`src/rtl/mc_ctrl_seq.sv`:
```
// Multi-cycle CPU control sequencer: IF/ID/EX/MEM/WB state register,
// memory handshake, per-state datapath strobes and retired-instruction count.
module mc_ctrl_seq #(
  parameter int STATE_LEN = 3,
  parameter int RET_W     = 16
) (
  input  logic                 clk,
  input  logic                 rst_n,
  input  logic [5:0]           opcode,
  input  logic                 mem_ready,
  output logic [STATE_LEN-1:0] state,
  output logic                 mem_req,
  output logic                 mem_we,
  output logic                 ir_write,
  output logic                 pc_write,
  output logic                 jump_en,
  output logic                 branch_en,
  output logic                 reg_write,
  output logic                 illegal_op,
  output logic                 retire,
  output logic [RET_W-1:0]     retired_cnt
);

  localparam logic [5:0] OP_R    = 6'b000000;
  localparam logic [5:0] OP_J    = 6'b000010;
  localparam logic [5:0] OP_BEQ  = 6'b000100;
  localparam logic [5:0] OP_ADDI = 6'b001000;
  localparam logic [5:0] OP_ORI  = 6'b001101;
  localparam logic [5:0] OP_LW   = 6'b100011;
  localparam logic [5:0] OP_SW   = 6'b101011;

  typedef enum logic [STATE_LEN-1:0] {
    S_IF  = STATE_LEN'(0),
    S_ID  = STATE_LEN'(1),
    S_EX  = STATE_LEN'(2),
    S_MEM = STATE_LEN'(3),
    S_WB  = STATE_LEN'(4)
  } state_t;

  state_t           r_state;
  logic [5:0]       r_op;
  logic             r_ill;
  logic [RET_W-1:0] r_cnt;

  logic w_op_alu;
  logic w_op_ld;
  logic w_op_st;
  logic w_op_beq;
  logic w_op_ill;
  logic w_id_j;

  logic w_mem_req;
  logic w_mem_we;
  logic w_ir_write;
  logic w_pc_write;
  logic w_jump_en;
  logic w_branch_en;
  logic w_reg_write;
  logic w_retire;

  // Post-ID decisions use the opcode captured when leaving ID
  assign w_op_alu = (r_op == OP_R) || (r_op == OP_ADDI) ||
                    (r_op == OP_ORI);
  assign w_op_ld  = (r_op == OP_LW);
  assign w_op_st  = (r_op == OP_SW);
  assign w_op_beq = (r_op == OP_BEQ);
  assign w_op_ill = !(w_op_alu || w_op_ld || w_op_st || w_op_beq);
  assign w_id_j   = (opcode == OP_J);

  always_ff @(posedge clk or negedge rst_n) begin
    if (!rst_n) begin
      r_state <= S_IF;
      r_op    <= 6'd0;
      r_ill   <= 1'b0;
      r_cnt   <= '0;
    end else begin
      if (w_retire) begin
        r_cnt <= r_cnt + 1'b1;
      end
      if (r_state == S_ID) begin
        r_op <= opcode;
      end
      unique case (r_state)
        S_IF: begin
          if (mem_ready) begin
            r_state <= S_ID;
          end
        end
        S_ID: begin
          r_state <= w_id_j ? S_IF : S_EX;
        end
        S_EX: begin
          unique case (1'b1)
            w_op_alu: r_state <= S_WB;
            w_op_ld,
            w_op_st:  r_state <= S_MEM;
            default: begin
              r_state <= S_IF;
              if (w_op_ill) begin
                r_ill <= 1'b1;
              end
            end
          endcase
        end
        S_MEM: begin
          if (mem_ready) begin
            r_state <= w_op_ld ? S_WB : S_IF;
          end
        end
        S_WB: begin
          r_state <= S_IF;
        end
        default: begin
          r_state <= S_IF;
          r_ill   <= 1'b1;
        end
      endcase
    end
  end

  always_comb begin
    w_mem_req   = 1'b0;
    w_mem_we    = 1'b0;
    w_ir_write  = 1'b0;
    w_pc_write  = 1'b0;
    w_jump_en   = 1'b0;
    w_branch_en = 1'b0;
    w_reg_write = 1'b0;
    w_retire    = 1'b0;
    unique case (r_state)
      S_IF: begin
        w_mem_req  = 1'b1;
        w_ir_write = mem_ready;
        w_pc_write = mem_ready;
      end
      S_ID: begin
        w_jump_en = w_id_j;
        w_retire  = w_id_j;
      end
      S_EX: begin
        w_branch_en = w_op_beq;
        w_retire    = w_op_beq || w_op_ill;
      end
      S_MEM: begin
        w_mem_req = w_op_ld || w_op_st;
        w_mem_we  = w_op_st;
        w_retire  = w_op_st && mem_ready;
      end
      S_WB: begin
        w_reg_write = 1'b1;
        w_retire    = 1'b1;
      end
      default: begin
      end
    endcase
  end

  // Strobes are forced low for as long as reset is held
  assign state       = r_state;
  assign mem_req     = rst_n & w_mem_req;
  assign mem_we      = rst_n & w_mem_we;
  assign ir_write    = rst_n & w_ir_write;
  assign pc_write    = rst_n & w_pc_write;
  assign jump_en     = rst_n & w_jump_en;
  assign branch_en   = rst_n & w_branch_en;
  assign reg_write   = rst_n & w_reg_write;
  assign retire      = rst_n & w_retire;
  assign illegal_op  = r_ill;
  assign retired_cnt = r_cnt;

endmodule

```
`config.mk`:
```
export PLATFORM = sky130hd
export DESIGN_NAME = mc_ctrl_seq
export DESIGN_NICKNAME = d
export VERILOG_FILES = /design/src/rtl/mc_ctrl_seq.sv
export SDC_FILE = /design/constraint.sdc
export NUM_CORES = 1
export LEC_CHECK = 0
export BUFFER_PORTS_ARGS = -buffer_cell sky130_fd_sc_hd__buf_4
export CAP_MARGIN = 30
export CORE_ASPECT_RATIO = 1.2
export CORE_MARGIN = 10
export CORE_UTILIZATION = 55
export CTS_CLUSTER_SIZE = 20
export DETAILED_ROUTE_END_ITERATION = 8
export HOLD_SLACK_MARGIN = 0.05
export PLACE_DENSITY = 0.83
export SLEW_MARGIN = 0
export SYNTH_ARGS = -nofsm -noshare
export SYNTH_HDL_FRONTEND = slang
export SYNTH_SLANG_ARGS = --single-unit
export TNS_END_PERCENT = 5
```
`constraint.sdc`:
```
create_clock -name clk -period 2.8 [get_ports clk]
set_clock_uncertainty 0.05 [all_clocks]
set_input_delay 0.14 -clock clk [delete_from_list [all_inputs] [get_ports clk]]
set_output_delay 0.14 -clock clk [all_outputs]
set_load 0.02 [all_outputs]
```
==> results by group, run 1 <==
Status
  – Outcome: finished, final reports clean

Setup path
  – Critical path peak fanout: 9
  – CP Launch Type: input port
  – Reg2Reg Depth: 6
  – CP most frequent cell: buf_4
  – CP endpoint kind: output pin
  – Setup slack, reg-to-reg: 0.65 ns
  – CP Class: input port to output pin
  – Critical Path AT: 2.48 ns
  – Slowest cell delay on critical path: 0.57 ns
  – WP data required: 2.61 ns
  – Critical R2R Launch: r_op[3]$_DFFE_PN0P_
  – Slowest-stage cell, CP: dlygate4sd3_1
  – Crit-path cells: dlygate4sd3_1, buf_4, nor4b_1, a31oi_1, o32ai_2, nor2_1, and2b_2, buf_4
  – R2R Path End: retired_cnt[11]$_DFFE_PN0P_

Synth
  – Synthesized Nets: 141
  – Synth Instances: 131
  – Asr flop ratio synth: 1.00
  – Ys flop type: dfrtp_1
  – Synthesized area per cell: 10.6 µm²
  – EDFF count, synth: 0
  – Synth Warn #: 0
  – Unique cell type count in the Yosys netlist: 36
  – Sequential area share after synthesis: 0.467
  – Cell area after synthesis: 1390 µm²
  – Post-synthesis register bit count: 26

STA
  – Actual transition at the worst max-transition pin: 0.633 ns
  – Fin Hold WS: 0.0850 ns
  – Fmax achieved: 375 MHz
  – Worst setup margin: 0.135 ns
  – Fin crit period: 2.67 ns
  – Finish-stage setup viols: 0
  – Final TNS setup: 0 ns
  – Max-slew violations: 0
  – Final Cycle Share: 0.952
  – Rel. slew slack: 0.578
  – Unrepaired setup endpoints after global routing: false
  – Final hold vios: 0

Floorplanning
  – I/O pin count: 37
  – Die Span Y: 75.1 µm
  – Initial Util: 0.592
  – FP Rows: 19
  – Core Region: 2350 µm²
  – Chip Width: 66.0 µm
  – Die area: 4960 µm²

CTS
  – Setup bufs post-CTS: 0
  – H-tree Lvls: 1
  – CTS clk-pin slew, worst paths: 0.13 ns
  – Clock tree buffer depth: 2
  – Clk_lat worst skew: 0.31 ns
  – Root Buffer: clkbuf_4
  – CTS buffer count: 3
  – CTS tree: done
  – Resized cells post-CTS: 0
  – CTS sink cnt: 26
  – Hold-fix buffers, CTS: 7

Power
  – Peak supply drop: 0.630 mV
  – Design Power: 0.00142 W
  – Cell Pwr Density: 791 nW/µm²
  – Leak: 0.791 nW

Worst hold path
  – Hold Path Class: input port to flip-flop
  – Worst Hold Launch: mem_ready
  – Hold path cells: 4
  – Hold EP: state[0]$_DFFE_PN0P_

Detailed routing
  – Initial DRC count: 70
  – DRC: 0
  – Detailed Routing Iterations Pass 1: 4
  – Routed vias/inst: 5.80
  – Drt wl/cell: 16.4 µm
  – Routed wire length: 3370 µm
  – Vias: 1195
  – Routed Antenna Nets: 0

Run
  – Max-cap violation count: 0

Place
  – Port-buffer cells: 36
  – Routability Congestion: 0.885
  – Dpl ws: 0.635 ns
  – Hpwl dp: 2410 µm

Global routing
  – Total global routing overflow: 0
  – Largest net degree at the start of global routing: 32
  – Gr usage total: 0.136
  – Initial antenna violation count: 1
  – Vias in the first global route: 1185
  – First-pass GRT wire length: 5400 µm

Layout
  – Layout area overhead: 28.5%
  – Share of cells above drive strength 1: 0.305
  – # nets final: 185
  – Fin util: 0.761
power breakdown:
| group | switching [W] | internal [W] | leakage [nW] |
|---|---|---|---|
| logic | 0.000311 | 0.000292 | 0.437 |
| registers | 0.000159 | 0.000472 | 0.332 |
| clock network | 0.000103 | 0.0000793 | 0.0210 |
cell families (layout without fill, tap and decap cells):
kind of cell    Yosys count  count (layout)  share of synthesized area
fa+ha+maj                 1               1                    0.00898
compound gates           27              27                      0.140
other cells               0               1                          0
buf+inv                   7              50                     0.0287
xor+xnor                 15              15                     0.0943
flops                    26              26                      0.467
mux                       8               8                     0.0637
simple gates             47              47                      0.197
cells in the final DEF (no fill, tap or decap), drive strengths merged, types with 5 or more instances in the layout:
master,n
a21oi,6
and4,5
buf,38
dfrtp,26
dlygate4sd3,7
mux2,7
nor2,12
o2111ai,5
o21ai,7
xnor2,15
sequential cells by signal, indices dropped and copies added (netlist names):
register	count
illegal_op	1
retired_cnt	16
state	3
r_op	6
critical path: cells and delay by family:
family / cells / cell delay (ns)
AOI/OAI and AO/OA: 2 / 0.57
and+or+nand+nor: 3 / 0.91
buffers and inverters: 3 / 0.86
metal layers:
metal / global-route usage / vias up / share of wire
met2: 0.235 / 44 / 0.49
li1: - / 570 / -
met5: 0 / - / 0
met4: 0.0583 / 0 / 0.016
met1: 0.148 / 575 / 0.41
met3: 0.0490 / 6 / 0.075
worst max-delay path by stage:
stage	startpoint	endpoint	slack [ns]	cells after the start
after global placement	r_op[3]$_DFFE_PN0P_	retire	0.75	6
after CTS	opcode[0]	retire	0.16	8
after floorplan	state[1]$_DFFE_PN0P_	retired_cnt[1]$_DFFE_PN0P_	0.91	6
after detailed placement	r_op[3]$_DFFE_PN0P_	retire	0.63	6
after global routing	opcode[0]	retire	0.03	8
final	opcode[3]	retire	0.13	8
per-stage QoR:
stage	instance area, µm²	instances
after global routing	1790	206
after CTS	1790	205
after floorplan	1390	131
after detailed placement	1680	194
after global placement	1680	194
final	1790	206
area by class of cell:
cell class / instances / area, µm²
Antenna cell: 1 / 2.50
Clock buffer: 4 / 36.3
Fill cell: 159 / 563
Inverter: 1 / 3.75
Multi-Input combinational cell: 98 / 703
Sequential cell: 26 / 651
Tap cell: 31 / 38.8
Timing Repair Buffer: 45 / 355
cells in the mapped netlist, drive strengths merged (2+ instances only):
cell type / number / share of area
a21oi: 6 / 0.022
and3: 4 / 0.022
and4: 5 / 0.031
buf: 4 / 0.021
clkbuf: 2 / 0.0054
dfrtp: 26 / 0.47
mux2: 7 / 0.057
nand2: 4 / 0.011
nand2b: 3 / 0.013
nand3: 2 / 0.0072
nand4: 4 / 0.018
nor2: 12 / 0.032
nor2b: 4 / 0.018
nor3: 4 / 0.014
nor4b: 2 / 0.013
o2111ai: 5 / 0.036
o211ai: 3 / 0.016
o21a: 2 / 0.011
o21ai: 7 / 0.025
xnor2: 15 / 0.094
No activity file was read; power rests on OpenSTA's default activity.
==> run 2, diff against run 1 <==
- BUFFER_PORTS_ARGS: -buffer_cell sky130_fd_sc_hd__buf_4 -> -buffer_cell sky130_fd_sc_hd__clkbuf_2
- CAP_MARGIN: 30 -> default
- CELL_PAD_IN_SITES_DETAIL_PLACEMENT: default -> 2
- CELL_PAD_IN_SITES_GLOBAL_PLACEMENT: default -> 2
- CORE_UTILIZATION: 55 -> 34
- PLACE_DENSITY: 0.83 -> default
- PLACE_DENSITY_LB_ADDON: default -> 0.1
==> results by group, run 2 (same netlist as run 1, synthesis figures left out) <==
Status
  – Outcome: finished, final reports clean

Layout
  – Commonest non-fill, non-tap cells in the layout: clkbuf_2 (36), dfrtp_1 (26), xnor2_1 (15), nor2_1 (12)
  – Final Instance Count excl. Fillers: 223
  – FF+latch area: 651 µm²
  – Fin util: 0.428
  – Share of cells above drive strength 1: 0.320
  – Area occupied by multi-input gates: 703 µm²
  – Most common cell after layout, fill and taps aside: clkbuf_2
  – N_diodes: 0
  – # nets final: 181
  – Layout area overhead: 21.0%
  – Post-route cell area: 1690 µm²
  – Largest register FFs: 16
  – Number of fill cells: 452

Worst hold path
  – Hold EP: r_op[3]$_DFFE_PN0P_
  – Worst Hold Launch: opcode[3]
  – Hold path cells: 2
  – Hold Path Class: input port to flip-flop

Setup path
  – Slowest-stage cell, CP: o32ai_2
  – CP endpoint kind: output pin
  – Critical path peak fanout: 6
  – Worst path buffer plus inverter count: 1
  – CP delay by family, top: compound AO/OA/AOI/OAI gates
  – CP Launch Type: flip-flop
  – Slowest cell delay on critical path: 0.47 ns
  – Reg2Reg Depth: 6
  – Critical R2R Launch: r_op[3]$_DFFE_PN0P_
  – Setup slack, reg-to-reg: 0.68 ns
  – CP Class: flip-flop to output pin
  – Crit-path cells: and3_4, o21a_1, o32ai_2, nor2_1, and2b_2, clkbuf_2
  – R2R Path End: retired_cnt[11]$_DFFE_PN0P_
  – Critical Path AT: 2.21 ns
  – WP data required: 2.61 ns

CTS
  – Clk_lat worst skew: 0.27 ns
  – CTS sink cnt: 26
  – Clock tree buffer depth: 2
  – H-tree Lvls: 1
  – Root Buffer: clkbuf_8
  – CTS tree: done
  – CTS buffer count: 3
  – CTS clk-pin slew, worst paths: 0.09 ns

STA
  – Finish-stage setup viols: 0
  – Max-slew violations: 0
  – Final hold vios: 0
  – Final TNS setup: 0 ns
  – Unrepaired setup endpoints after global routing: false
  – Fin crit period: 2.40 ns
  – Rel. slew slack: 0.625
  – Final Cycle Share: 0.856
  – Fmax achieved: 417 MHz
  – Actual transition at the worst max-transition pin: 0.561 ns

Power
  – Clk network pwr share: 0.148
  – Design Power: 0.00143 W
  – Sequential power share: 0.446
  – Cell Pwr Density: 848 nW/µm²
  – Net Sw Frac: 0.428
  – Leak: 0.750 nW
  – Int Power: 0.000818 W
  – Switching pwr: 0.000612 W
  – Comb pwr share: 0.406
  – Peak supply drop: 0.422 mV

Detailed routing
  – Routed Antenna Nets: 0
  – DRC: 0
  – Routed wire length: 4090 µm
  – Vias: 1165
  – Drt wl/cell: 18.3 µm
  – Detailed Routing Iterations Pass 1: 4
  – Routed vias/inst: 5.22
  – Initial DRC count: 64

Place
  – Routability Congestion: 0.827
  – Cells after DPL: 219
  – Hpwl dp: 3290 µm
  – Port-buffer cells: 36
  – Cell Area, Placed: 1640 µm²

Run
  – Max-cap violation count: 0

Global routing
  – Gr usage total: 0.120
  – Largest net degree at the start of global routing: 19
  – Initial antenna violation count: 0
  – First-pass GRT wire length: 6850 µm
  – Total global routing overflow: 0
  – Vias in the first global route: 1343

Floorplanning
  – Initial Util: 0.354
  – Chip Width: 78.5 µm
  – Die Span Y: 90.1 µm
  – FP Rows: 25
  – I/O pin count: 37
  – Die area: 7070 µm²
  – Core Region: 3940 µm²
## run 2: changes by cell type in the layout (fill, tap and decap cells not counted), sizes merged
cell / delta
buf: -34
clkbuf: +35
diode: -1
dlygate4sd3: -6
## run 2: worst max path at each step
stage                                      end  cells past startpoint  slack (ns)                 start
global placement                        retire                      6        0.77   r_op[3]$_DFFE_PN0P_
finish                                  retire                      6        0.40   r_op[3]$_DFFE_PN0P_
global route                            retire                      6        0.22  state[0]$_DFFE_PN0P_
CTS                                     retire                      6        0.39   r_op[3]$_DFFE_PN0P_
detailed placement                      retire                      6        0.70   r_op[3]$_DFFE_PN0P_
floorplan           retired_cnt[1]$_DFFE_PN0P_                      6        0.91  state[1]$_DFFE_PN0P_
## run 2: per-stage QoR
stage | setup WS [ns] | hold WS, ns
after floorplan | 0.909 | -0.206
after global placement | 0.771 | 0.00396
after detailed placement | 0.697 | 0.0117
after CTS | 0.390 | 0.0631
after global routing | 0.224 | 0.0632
final | 0.404 | 0.0694
## run 2: per-layer routing
layer | GRT usage | part of all wire
met3 | 0.0329 | 0.051
met5 | 0 | 0
met1 | 0.133 | 0.42
met2 | 0.210 | 0.52
met4 | 0.0404 | 0.011
## run 2: timing repair
action / in CTS / in global routing
gates resized for setup: 0 / 0
hold buffers: 1 / 0
endpoints found under the hold margin: 10 / 0
setup buffers: 0 / 0
## run 2: area by class of cell
type / count / share of cell area
Sequential cell: 26 / 0.386
Multi-Input combinational cell: 98 / 0.417
Inverter: 1 / 0.00223
Tap cell: 54 / 0.0401
Timing Repair Buffer: 41 / 0.131
Clock buffer: 3 / 0.0245
## run 2: power groups by stage
| stage | combinational (W) | clock [W] | sequential [W] |
|---|---|---|---|
| 2_1_floorplan | 0.000392 | 0 | 0.000635 |
| 3_3_place_gp | 0.000556 | 0 | 0.000632 |
| 3_5_place_dp | 0.000591 | 0 | 0.000645 |
| 4_1_cts | 0.000595 | 0.000221 | 0.000638 |
| 5_1_grt | 0.000640 | 0.000241 | 0.000666 |
| 6_report | 0.000581 | 0.000212 | 0.000637 |
==> run 3, diff against run 2 <==
- BUFFER_PORTS_ARGS: -buffer_cell sky130_fd_sc_hd__clkbuf_2 -> default
- CORE_UTILIZATION: 34 -> 41
- DONT_BUFFER_PORTS: default -> 1
==> results by group, run 3 (same netlist as run 1, synthesis figures left out) <==
CTS
  – CTS buffer count: 3
  – Root Buffer: clkbuf_8
  – Hold-fix buffers, CTS: 9
  – Clk_lat worst skew: 0.27 ns
  – CTS tree: done
  – Clock tree buffer depth: 2
  – Setup bufs post-CTS: 0
  – H-tree Lvls: 1
  – CTS clk-pin slew, worst paths: 0.09 ns
  – Resized cells post-CTS: 0
  – CTS sink cnt: 26

Setup path
  – CP Launch Type: flip-flop
  – CP Class: flip-flop to output pin
  – Critical path peak fanout: 11
  – CP endpoint kind: output pin
  – WP data required: 2.61 ns
  – Critical Path AT: 2.22 ns

Global routing
  – Gr usage total: 0.136
  – First-pass GRT wire length: 6710 µm
  – Total global routing overflow: 0
  – Vias in the first global route: 1280
  – Initial antenna violation count: 0
  – Largest net degree at the start of global routing: 27

STA
  – Fin crit period: 2.41 ns
  – Fmax achieved: 415 MHz
  – Final TNS setup: 0 ns
  – Final Cycle Share: 0.860
  – Fin Hold WS: 0.155 ns
  – Final hold vios: 0
  – Max-slew violations: 0
  – Worst setup margin: 0.391 ns
  – Rel. slew slack: 0.537
  – Actual transition at the worst max-transition pin: 0.690 ns
  – Finish-stage setup viols: 0
  – Unrepaired setup endpoints after global routing: false

Detailed routing
  – Drt wl/cell: 22.2 µm
  – Vias: 1096
  – DRC: 0
  – Routed vias/inst: 6.09
  – Routed wire length: 3990 µm
  – Routed Antenna Nets: 0
  – Initial DRC count: 70
  – Detailed Routing Iterations Pass 1: 6

Floorplanning
  – Die Span Y: 83.9 µm
  – Die area: 6140 µm²
  – I/O pin count: 37
  – Chip Width: 73.2 µm
  – FP Rows: 23
  – Core Region: 3310 µm²
  – Initial Util: 0.421

Power
  – Switching pwr: 0.000587 W
  – Net Sw Frac: 0.415
  – Leak: 0.641 nW
  – Peak supply drop: 0.471 mV
  – Cell Pwr Density: 887 nW/µm²
  – Comb pwr share: 0.374
  – Int Power: 0.000828 W
  – Sequential power share: 0.457
  – Clk network pwr share: 0.169

Layout
  – N_diodes: 0
  – Largest register FFs: 16
  – Most common cell after layout, fill and taps aside: dfrtp_1
  – Share of cells above drive strength 1: 0.147
  – Post-route cell area: 1600 µm²
  – Commonest non-fill, non-tap cells in the layout: dfrtp_1 (26), xnor2_1 (15), nor2_1 (12), dlygate4sd3_1 (8)
  – Layout area overhead: 14.5%
  – # nets final: 154

Place
  – Routability Congestion: 0.741
  – Cell Area, Placed: 1440 µm²
  – Hpwl dp: 2920 µm
  – Dpl ws: 0.679 ns
  – Port-buffer cells: 0

Run
  – Max-cap violation count: 0

Status
  – Outcome: finished, final reports clean

Worst hold path
  – Hold Path Class: input port to flip-flop
## run 3: final timing paths
check | from | end | slack [ns] | depth (start not counted)
min in group asynchronous | rst_n | retired_cnt[0]$_DFFE_PN0P_ | 0.25 | 2
max in group asynchronous | rst_n | retired_cnt[1]$_DFFE_PN0P_ | 2.30 | 2
worst min-delay path | mem_ready | state[1]$_DFFE_PN0P_ | 0.15 | 3
worst min register to register | r_op[4]$_DFFE_PN0P_ | r_op[4]$_DFFE_PN0P_ | 0.53 | 1
worst max-delay path | r_op[0]$_DFFE_PN0P_ | retire | 0.39 | 5
worst max register to register | r_op[0]$_DFFE_PN0P_ | retired_cnt[7]$_DFFE_PN0P_ | 0.63 | 6
## run 3: area by class of cell
class,instances,area (µm²)
multi-input combinational,98,703
timing repair buffer,14,138
sequential,26,651
tap,37,46.3
inverter,1,3.75
fill,362,1710
clock buffer,4,55.1
## run 3: layer usage
layer,global-route usage,routed length (µm),up-vias
met3,0.0452,257,4
met1,0.131,1380,568
met5,0,0,-
met4,0.0398,57,0
li1,-,-,499
met2,0.256,2300,25
## run 3: power groups by stage
stage,combinational [W],sequential [W],clock [W]
after floorplan,0.000392,0.000635,0
after global placement,0.000484,0.000647,0
after detailed placement,0.000514,0.000655,0
after CTS,0.000536,0.000647,0.000252
after global routing,0.000601,0.000665,0.000268
final,0.000529,0.000647,0.000240
## run 3: per-stage QoR
| stage | cells | total power [W] | util |
|---|---|---|---|
| after floorplan | 131 | 0.00103 | - |
| final | 180 | 0.00142 | 0.482 |
| after global placement | 167 | 0.00113 | 0.436 |
| after detailed placement | 167 | 0.00117 | 0.436 |
| after CTS | 180 | 0.00144 | 0.482 |
| after global routing | 180 | 0.00153 | 0.482 |
## run 3: critical path, stage by stage (launching register included)
cell and delay, ns:
dfrtp_1 0.45, nor4b_1 0.37, nand2_1 0.19, o22ai_2 0.46, nor2_1 0.18, and2b_2 0.31
